$ cat src/rtl/dcram_bist_ctl.sv
// dcram_bist_ctl
// March C- BIST sequencer for the two 32-bit data-cache RAM banks.
// It drives the shared BIST address, the write strobe, the write-data polarity
// and the compare strobe used by the per-bank pattern/compare blocks. It also
// folds their mismatch flags into sticky error and done status.
//
// Optional feature macro: DCRAM_BIST_STOP_ON_FAIL_EN
//   defined   : the first masked mismatch ends the run (DONE on that edge)
//   undefined : the full march always runs; fail_* keeps the first failure
//
// Ports
//   clk         core clock
//   reset_l     asynchronous active-low reset
//   bist_start  start pulse, honoured in IDLE or DONE
//   bist_abort  synchronous return to IDLE (beats bist_start)
//   bist_mode   bank select latched at start: 00/11 both, 01 bank0, 10 bank1
//   bank_err    per-bank mismatch from local BIST, qualified by cmp_en
//   bist_on     RAM input muxes select the BIST path
//   bist_addr   word address
//   bist_we     write strobe for the enabled banks
//   bank_en     per-bank enable, constant during a run
//   inverse     write data polarity (1 = all ones)
//   cmp_en      compare strobe for the read issued in the previous cycle
//   cmp_inv     expected polarity of that read
//   done        run complete, held
//   error       sticky mismatch on any enabled bank
//   fail_addr   address of the first failing read
//   fail_elem   march element of the first failing read
//
// state | meaning
// ------+---------------------------------------------------------
// IDLE  | waiting for bist_start, BIST path released
// RUN   | stepping through march elements M0..M5, one op per cycle
// DRAIN | last read issued, its compare strobe is out this cycle
// DONE  | status held until the next start, abort or reset

module dcram_bist_ctl #(
    parameter int ADDR_W = 11,
    parameter int NELEM  = 6
) (
    input  logic              clk,
    input  logic              reset_l,
    input  logic              bist_start,
    input  logic              bist_abort,
    input  logic [1:0]        bist_mode,
    input  logic [1:0]        bank_err,
    output logic              bist_on,
    output logic [ADDR_W-1:0] bist_addr,
    output logic              bist_we,
    output logic [1:0]        bank_en,
    output logic              inverse,
    output logic              cmp_en,
    output logic              cmp_inv,
    output logic              done,
    output logic              error,
    output logic [ADDR_W-1:0] fail_addr,
    output logic [2:0]        fail_elem
);

    typedef enum logic [1:0] {
        S_IDLE  = 2'd0,
        S_RUN   = 2'd1,
        S_DRAIN = 2'd2,
        S_DONE  = 2'd3
    } state_t;

    localparam logic [ADDR_W-1:0] ADDR_MAX  = '1;
    localparam logic [ADDR_W-1:0] ADDR_ONE  = ADDR_W'(1);
    localparam logic [2:0]        ELEM_LAST = 3'(NELEM - 1);

    state_t            r_state;
    state_t            w_next_state;
    logic [2:0]        r_elem;
    logic [ADDR_W-1:0] r_addr;
    logic              r_phase;      // 0 = read slot, 1 = write slot of the address
    logic [1:0]        r_bank_en;
    logic              r_cmp_en;
    logic              r_cmp_inv;
    logic [ADDR_W-1:0] r_cmp_addr;
    logic [2:0]        r_cmp_elem;
    logic              r_done;
    logic              r_error;
    logic [ADDR_W-1:0] r_fail_addr;
    logic [2:0]        r_fail_elem;

    logic w_start;
    logic w_dir_up;
    logic w_op_wr;
    logic w_op_rd;
    logic w_wr_val;
    logic w_rd_val;
    logic w_addr_done;
    logic w_last_addr;
    logic w_march_end;
    logic w_next_up;
    logic w_mismatch;
    logic w_first_fail;
    logic w_stop;

    always_comb begin
        w_start     = bist_start && ((r_state == S_IDLE) || (r_state == S_DONE));
        w_dir_up    = (r_elem < 3'd3);
        // M0 has no read, so its phase bit is ignored and every op is a write.
        w_op_wr     = (r_elem == 3'd0) || r_phase;
        w_op_rd     = !w_op_wr;
        w_wr_val    = r_elem[0];
        w_rd_val    = (r_elem == 3'd2) || (r_elem == 3'd4);
        // M5 is read-only, so its read also finishes the address.
        w_addr_done = w_op_wr || (r_elem == ELEM_LAST);
        w_last_addr = w_dir_up ? (r_addr == ADDR_MAX) : (r_addr == '0);
        w_march_end = (r_elem == ELEM_LAST) && w_last_addr && w_addr_done;
        w_next_up   = (r_elem == 3'd0) || (r_elem == 3'd1);
        w_mismatch  = r_cmp_en && ((bank_err & r_bank_en) != 2'b00);
        w_first_fail = w_mismatch && !r_error;
`ifdef DCRAM_BIST_STOP_ON_FAIL_EN
        w_stop      = w_first_fail;
`else
        w_stop      = 1'b0;
`endif
    end

    always_ff @(posedge clk or negedge reset_l) begin
        if (!reset_l) begin
            r_state <= S_IDLE;
        end else begin
            r_state <= w_next_state;
        end
    end

    always_comb begin
        w_next_state = r_state;
        bist_on      = 1'b0;
        bist_we      = 1'b0;
        inverse      = 1'b0;
        if (bist_abort) begin
            w_next_state = S_IDLE;
        end else begin
            case (r_state)
                S_IDLE, S_DONE: begin
                    if (bist_start) w_next_state = S_RUN;
                end
                S_RUN: begin
                    if (w_stop)           w_next_state = S_DONE;
                    else if (w_march_end) w_next_state = S_DRAIN;
                end
                S_DRAIN: w_next_state = S_DONE;
                default: w_next_state = S_IDLE;
            endcase
        end
        if ((r_state == S_RUN) || (r_state == S_DRAIN)) bist_on = 1'b1;
        if (r_state == S_RUN) begin
            bist_we = w_op_wr;
            inverse = w_op_wr && w_wr_val;
        end
    end

    always_ff @(posedge clk or negedge reset_l) begin
        if (!reset_l) begin
            r_elem      <= 3'd0;
            r_addr      <= '0;
            r_phase     <= 1'b0;
            r_bank_en   <= 2'b00;
            r_cmp_en    <= 1'b0;
            r_cmp_inv   <= 1'b0;
            r_cmp_addr  <= '0;
            r_cmp_elem  <= 3'd0;
            r_done      <= 1'b0;
            r_error     <= 1'b0;
            r_fail_addr <= '0;
            r_fail_elem <= 3'd0;
        end else if (bist_abort) begin
            // Abort drops the run but keeps the failure record for debug.
            r_done   <= 1'b0;
            r_cmp_en <= 1'b0;
        end else begin
            r_cmp_en <= (r_state == S_RUN) && w_op_rd && !w_stop;
            if ((r_state == S_RUN) && w_op_rd) begin
                r_cmp_inv  <= w_rd_val;
                r_cmp_addr <= r_addr;
                r_cmp_elem <= r_elem;
            end
            if (w_start) begin
                case (bist_mode)
                    2'b01:   r_bank_en <= 2'b01;
                    2'b10:   r_bank_en <= 2'b10;
                    default: r_bank_en <= 2'b11;
                endcase
                r_error     <= 1'b0;
                r_fail_addr <= '0;
                r_fail_elem <= 3'd0;
                r_done      <= 1'b0;
                r_elem      <= 3'd0;
                r_addr      <= '0;
                r_phase     <= 1'b0;
            end else begin
                if (w_first_fail) begin
                    r_error     <= 1'b1;
                    r_fail_addr <= r_cmp_addr;
                    r_fail_elem <= r_cmp_elem;
                end
                if ((r_state == S_DRAIN) || ((r_state == S_RUN) && w_stop)) begin
                    r_done <= 1'b1;
                end
                if ((r_state == S_RUN) && !w_stop) begin
                    if (w_addr_done) begin
                        r_phase <= 1'b0;
                        if (w_last_addr) begin
                            if (!w_march_end) begin
                                r_elem <= r_elem + 3'd1;
                                r_addr <= w_next_up ? '0 : ADDR_MAX;
                            end
                        end else begin
                            r_addr <= w_dir_up ? (r_addr + ADDR_ONE) : (r_addr - ADDR_ONE);
                        end
                    end else begin
                        r_phase <= 1'b1;
                    end
                end
            end
        end
    end

    assign bist_addr = r_addr;
    assign bank_en   = r_bank_en;
    assign cmp_en    = r_cmp_en;
    assign cmp_inv   = r_cmp_inv;
    assign done      = r_done;
    assign error     = r_error;
    assign fail_addr = r_fail_addr;
    assign fail_elem = r_fail_elem;

endmodule

$ cat config.mk
export PLATFORM = sky130hd
export DESIGN_NAME = dcram_bist_ctl
export DESIGN_NICKNAME = d
export VERILOG_FILES = /design/src/rtl/dcram_bist_ctl.sv
export SDC_FILE = /design/constraint.sdc
export NUM_CORES = 1
export LEC_CHECK = 0
export CORE_MARGIN = 2
export CORE_UTILIZATION = 31
export CTS_BUF_LIST = sky130_fd_sc_hd__clkbuf_2 sky130_fd_sc_hd__clkbuf_4 sky130_fd_sc_hd__clkbuf_8
export CTS_CLUSTER_DIAMETER = 150
export DETAILED_ROUTE_END_ITERATION = 7
export PLACE_DENSITY = 0.54
export RECOVER_POWER = 100
export REMOVE_ABC_BUFFERS = 1
export SLEW_MARGIN = 10
export SYNTH_ARGS = -nofsm -noshare
export SYNTH_HDL_FRONTEND = slang
export SYNTH_SLANG_ARGS = --single-unit
export TNS_END_PERCENT = 5
$ cat constraint.sdc
create_clock -name clk -period 3.8 [get_ports clk]
set_clock_uncertainty 0.05 [all_clocks]
set_input_delay 0.38 -clock clk [delete_from_list [all_inputs] [get_ports clk]]
set_output_delay 0.38 -clock clk [all_outputs]
set_load 0.1 [all_outputs]
# ---- Word level (Yosys, flattened, before mapping)
# Cells that the tools add are included.
dict set report word_totals {
  register_bits 51
  word_cells 99
}
dict set report op_classes {
  order_cmp 1
  muxes 34
  add_sub_neg 3
  eq_ne 14
  n_bitwise 2
  n_reduce_logical 32
}
# op n
set ops {}
lappend ops {{2-to-1 mux 11 bit} 9}
lappend ops {{2-to-1 mux 3 bit} 7}
lappend ops {{2-to-1 mux 1 bit} 13}
lappend ops {{adder 11 x 1 -> 11 bit (second input constant)} 1}
lappend ops {{== test 11 bit (second input constant)} 1}
lappend ops {{zero test 11 bit} 1}
lappend ops {{subtractor 11 x 1 -> 11 bit (second input constant)} 1}
lappend ops {{AND reduction 2 bit} 5}
lappend ops {{nonzero test 2 bit} 5}
lappend ops {{!= test 3 bit (second input constant)} 3}
lappend ops {{logical AND 1 bit} 7}
lappend ops {{== test 2 bit (second input constant)} 3}
lappend ops {{== test 3 bit (second input constant)} 2}
lappend ops {{logical OR 1 bit} 6}
lappend ops {{2-to-1 mux 2 bit} 3}
lappend ops {{one-hot mux 2 bit (3 select lines)} 1}
lappend ops {{AND reduction 5 bit} 1}
lappend ops {{== test 2 x 1 -> 1 bit (second input constant)} 2}
lappend ops {{one-hot mux 2 bit (2 select lines)} 1}
lappend ops {{AND reduction 4 bit} 1}
lappend ops {{adder 3 x 1 -> 3 bit (second input constant)} 1}
lappend ops {{== test 3 x 1 -> 1 bit (second input constant)} 1}
lappend ops {{== test 3 x 2 -> 1 bit (second input constant)} 1}
lappend ops {{zero test 3 bit} 1}
lappend ops {{other kinds (8)} 9}

# ---- Logic depth before layout (Yosys ltp)
dict set report logic_depth {
  depth_word 9
  mapped_depth 9
}

# ---- Worst setup path before layout
# No wires, ideal clock.
dict set report synth_timing {
  kind {flip-flop to output port}
  startpoint {register r_elem[0]}
  endpoint {output inverse}
  setup_slack_ns 0.916
  arrival_ns 2.454
  required_ns 3.370
  path_stages_with_launch 6
  path_cell_list {dfrtp_1 -> inv_1 -> ha_1 -> and2b_2 -> o21a_1 -> and2_1}
}
dict set report synth_via {
  elab_chain_len 4
}
# item line_no
set synth_lines {}
lappend synth_lines {{from (decl)} 73} ;# logic [2:0] r_elem;
lappend synth_lines {{from (signal assigned)} 209} ;# r_elem <= r_elem + 3'd1;
lappend synth_lines {{zero test 3 bit} 104} ;# w_op_wr = (r_elem == 3'd0) || r_phase;
lappend synth_lines {{logical OR 1 bit} 104}
lappend synth_lines {{logical AND 1 bit (*)} 153} ;# inverse = w_op_wr && w_wr_val;
lappend synth_lines {{2-to-1 mux 1 bit (*)} 151} ;# if (r_state == S_RUN) begin
lappend synth_lines {{to (decl)} 51} ;# output logic inverse,
# Every way passes the cells marked *; elsewhere a longest branch is shown, timed or not.

# ---- Final worst setup path
dict set report layout_timing {
  startpoint {register r_elem[2]}
  endpoint {register r_addr[9] (netlist: bist_addr[9])}
}
dict set report layout_via {
  elab_chain_len 8
  elab_cells_between_ends 20
  cone_classes {order compare (1); eq/ne (3); mux (8); reduce/logical (8)}
}
# item line_no
set layout_lines {}
lappend layout_lines {{== test 3 x 1 -> 1 bit / zero test 3 bit (equally long branches)} {112, 104}}
lappend layout_lines {{logical OR 1 bit} 112} ;# w_next_up = (r_elem == 3'd0) || (r_elem == 3'd1);
lappend layout_lines {{2-to-1 mux 11 bit} 210} ;# r_addr <= w_next_up ? '0 : ADDR_MAX;
lappend layout_lines {{2-to-1 mux 11 bit} 208} ;# if (!w_march_end) begin
lappend layout_lines {{2-to-1 mux 11 bit} 207} ;# if (w_last_addr) begin
lappend layout_lines {{2-to-1 mux 11 bit} 205} ;# if (w_addr_done) begin
lappend layout_lines {{2-to-1 mux 11 bit} 204} ;# if ((r_state == S_RUN) && !w_stop) begin
lappend layout_lines {{2-to-1 mux 11 bit} 182} ;# if (w_start) begin
lappend layout_lines {{to (signal assigned)} 210}
lappend layout_lines {{to (signal assigned)} 213} ;# r_addr <= w_dir_up ? (r_addr + ADDR_ONE) : (r_addr - ADDR_ONE);
lappend layout_lines {{to (decl)} 74} ;# logic [ADDR_W-1:0] r_addr;
# Parallel ways exist; a longest one is shown, timed or not. The select of a mux whose other input is x is not followed.
# A chain may end at the register's enable or synchronous reset.

==> impl_results.md <==
- Latest clock arrival within the worst-skew pair: 310 ps
- Detail Route Antenna Nets: 0
- Initial Utilization: 31.6%
- Global routing usage on met3: 1.94%
- Worst setup EP type: flop
- Leak Pwr: 0.00164 uW
- Ranking of synthesized cells by area: dfrtp_1 47%, ha_1 7.4%, mux2_2 5.8%
- Buf/Inv on CP: 0
- First-pass DRT Iterations: 4
- Max-slew violations: 0
- Peak supply drop: 0.254 mV
- Final wirelength: 6120 um
- Period utilization: 77.2%
- Hold WC Path Type: reg2reg
- Port Buf Inserts: 41
- Antenna violations before repair: 0
- Core Area: 8590 um^2
- Final setup violation count: 0
- GPL Wtd Cong: 0.787
- Yosys Warn Count: 0
- Switch Pwr: 765 uW
- Relative slew slack: 23.0%
- Final Hold Viols: 0
- Yosys reg bits: 51
- Syn_area_per_cell: 10.7 um^2
- Via count: 2,066
- Max stage delay on crit path: 540 ps
- Postcts setup bufs: 0
- Synth cell types: 53
- Final Cell Area: 3300 um^2
- Synth async-reset ratio: 100%
- Area growth, synth to finish: 21.5%
- Met2 global-route usage: 22.5%
- PD cells: 516 nW/um^2
- Clock tree buffer depth: 2
- Clk slew on worst S/H paths: 100 ps
- Reg power frac: 37.5%
- Layout cells sized above 1: 9.70%
- H-tree Lvls: 2
- Global-route usage over all layers: 13.7%
- CTS sink cnt: 51
- Sequential area share after synthesis: 47.0%
- Per-cell routed wire length: 15.0 um
- Comb power frac: 40.0%
- GR peak layer: met2
- Starting DRT DRC Count: 106
- # diodes: 0
- Chip Width: 97.6 um
- Max-cap viol count: 0
- Die ar.: 9530 um^2
- Crit path cell chain: a21o_1, ha_1, and2_1, a21o_1, a221o_1, or3_1, a32o_1
- CP arrival: 3090 ps
- Placed cell area: 3240 um^2
- Post-route setup TNS: 0 ps
- Largest area contributor in the netlist: dfrtp_1
- Cells after synthesis: 253
- Layout Nets: 323
- First-pass GRT wire length: 10,600 um
- DRC: 0
- CTS tree: built
- Root Buffer: clkbuf_8
- Inserted Clock Buffers: 5
- Primary FF master, synth: dfrtp_1
- Worst setup path class: reg2reg
- Commonest cells post-synth: 51 x dfrtp_1, 22 x nand2_1, 17 x nor2_1
- Total grt overflow: 0
- DPL Wire Length: 4330 um
- Number of synthesized flops with an enable pin: 0
- Clock power frac: 22.5%
- Pin count of the biggest net entering global routing: 35
- RSZ-0062 raised after global routing: no
- Highest-delay cell along the critical path: dfrtp_1
- Switching Share: 44.8%
- Vias in the first global route: 2,118
- CP top delay family: compound AO/OA/AOI/OAI gates
- Int Power: 941 uW
- FP Rows: 34
- Drt via density: 5.08
- Share of the synthesized area in the top cell type: 47.0%
- Fmax: 341 MHz
- GR Util met1: 18.5%
- Startpoint Class: flop
- DIE HEIGHT: 97.6 um
- Worst-Margin Slew: 1160 ps
- Crit path max fanout: 16
- Most common cell in the netlist: dfrtp_1
- Num ports: 42
- Most common cell on crit path: a21o_1
- Minimum clock period: 2930 ps
- Status: completed
- Critical Path RT: 3960 ps
- Syn Std Cell Area: 2720 um^2
==> worst reg2reg max path, stage by stage (launching register included) <==
cell     delay [ps]
dfrtp_1         540
a21o_1          520
ha_1            410
and2_1          210
a21o_1          190
a221o_1         360
or3_1           310
a32o_1          250
==> power groups by stage <==
stage          logic [uW]  clock network [uW]  registers (uW)
2_1_floorplan         329                   0             848
3_3_place_gp          709                   0             651
3_5_place_dp          711                   0             652
4_1_cts               715                 397             643
5_1_grt               730                 416             650
6_report              683                 383             639
==> cell families (layout without fill, tap and decap cells) <==
kind of cell,count (synthesis),after routing,share of synthesized area (%)
AOI/OAI and AO/OA,74,74,20.2
xor gates and xnor gates,5,5,1.61
adders and majority gates,17,17,8.10
buffers and inverters,17,63,2.85
DFF,51,51,47.0
muxes,17,17,6.91
and+or+nand+nor,72,72,13.4
==> area by class of cell <==
| class | instances | area (um^2) |
|---|---|---|
| fillers | 874 | 5290 |
| repair buffers | 45 | 417 |
| clock inverters | 3 | 43.8 |
| flip-flops and latches | 51 | 1280 |
| well taps | 108 | 135 |
| clock buffers | 5 | 68.8 |
| multi-input cells | 185 | 1330 |
| inverters | 10 | 37.5 |
==> per-stage QoR <==
stage                     hold slack, ps  utilization [%]  instances  setup WS (ps)  power (uW)
after floorplan                     34.4                -        246            916        1180
after global placement               305             37.7        398           1160        1360
after detailed placement             298             37.7        398           1100        1360
after CTS                            440             39.1        407           1020        1750
after global routing                 463             38.4        407            697        1800
final                                440             38.4        407            866        1710
==> state kept, by name, summed over array words and instances, names as in the netlist <==
signal	flops
cmp_inv	1
r_elem	3
fail_elem	3
fail_addr	11
r_cmp_elem	3
r_state	2
bist_addr	11
cmp_en	1
bank_en	2
done	1
r_phase	1
r_cmp_addr	11
error	1
==> path summary, 6_finish.rpt <==
path	from	endpoint	slack, ps	cells after the start
worst min-delay path	r_cmp_addr[7]	fail_addr[7]	440	1
worst max register to register	r_elem[2]	bist_addr[9]	870	7
worst max-delay path	r_elem[2]	bist_addr[9]	870	7
max in group asynchronous	reset_l	r_cmp_addr[5]	1990	3
min in group asynchronous	reset_l	r_state[1]	700	2
worst min register to register	r_cmp_addr[7]	fail_addr[7]	440	1
==> what timing repair did <==
item                                   CTS  global route
endpoints found under the hold margin   17             0
resized for setup                        0             0
hold buffers                             1             0
==> layer usage <==
| metal | wire (um) | up-vias |
|---|---|---|
| met5 | 0 | - |
| met1 | 3020 | 1010 |
| li1 | - | 1022 |
| met3 | 132 | 6 |
| met4 | 101 | 0 |
| met2 | 2870 | 28 |
==> layout by cell type, fill, tap and decap left out, types with 3 or more instances in the layout <==
cell type | synthesis | final
nor2_1 | 17 | 17
xnor2_1 | 3 | 3
mux2_2 | 14 | 14
o21ai_0 | 9 | 16
mux2i_1 | 3 | 3
nor3_1 | 3 | 4
nand2_1 | 22 | 23
clkbuf_8 | 0 | 5
nand3_1 | 5 | 5
a31oi_1 | 3 | 3
clkdlybuf4s50_1 | 0 | 6
a22o_1 | 15 | 15
inv_1 | 10 | 10
clkbuf_1 | 3 | 5
or3_1 | 3 | 3
dlygate4sd3_1 | 0 | 33
ha_1 | 16 | 16
nor3b_1 | 3 | 3
a21o_1 | 6 | 7
dfrtp_1 | 51 | 51
nand4_1 | 4 | 4
a21oi_1 | 13 | 13
Power figures use the tool's default switching activity.
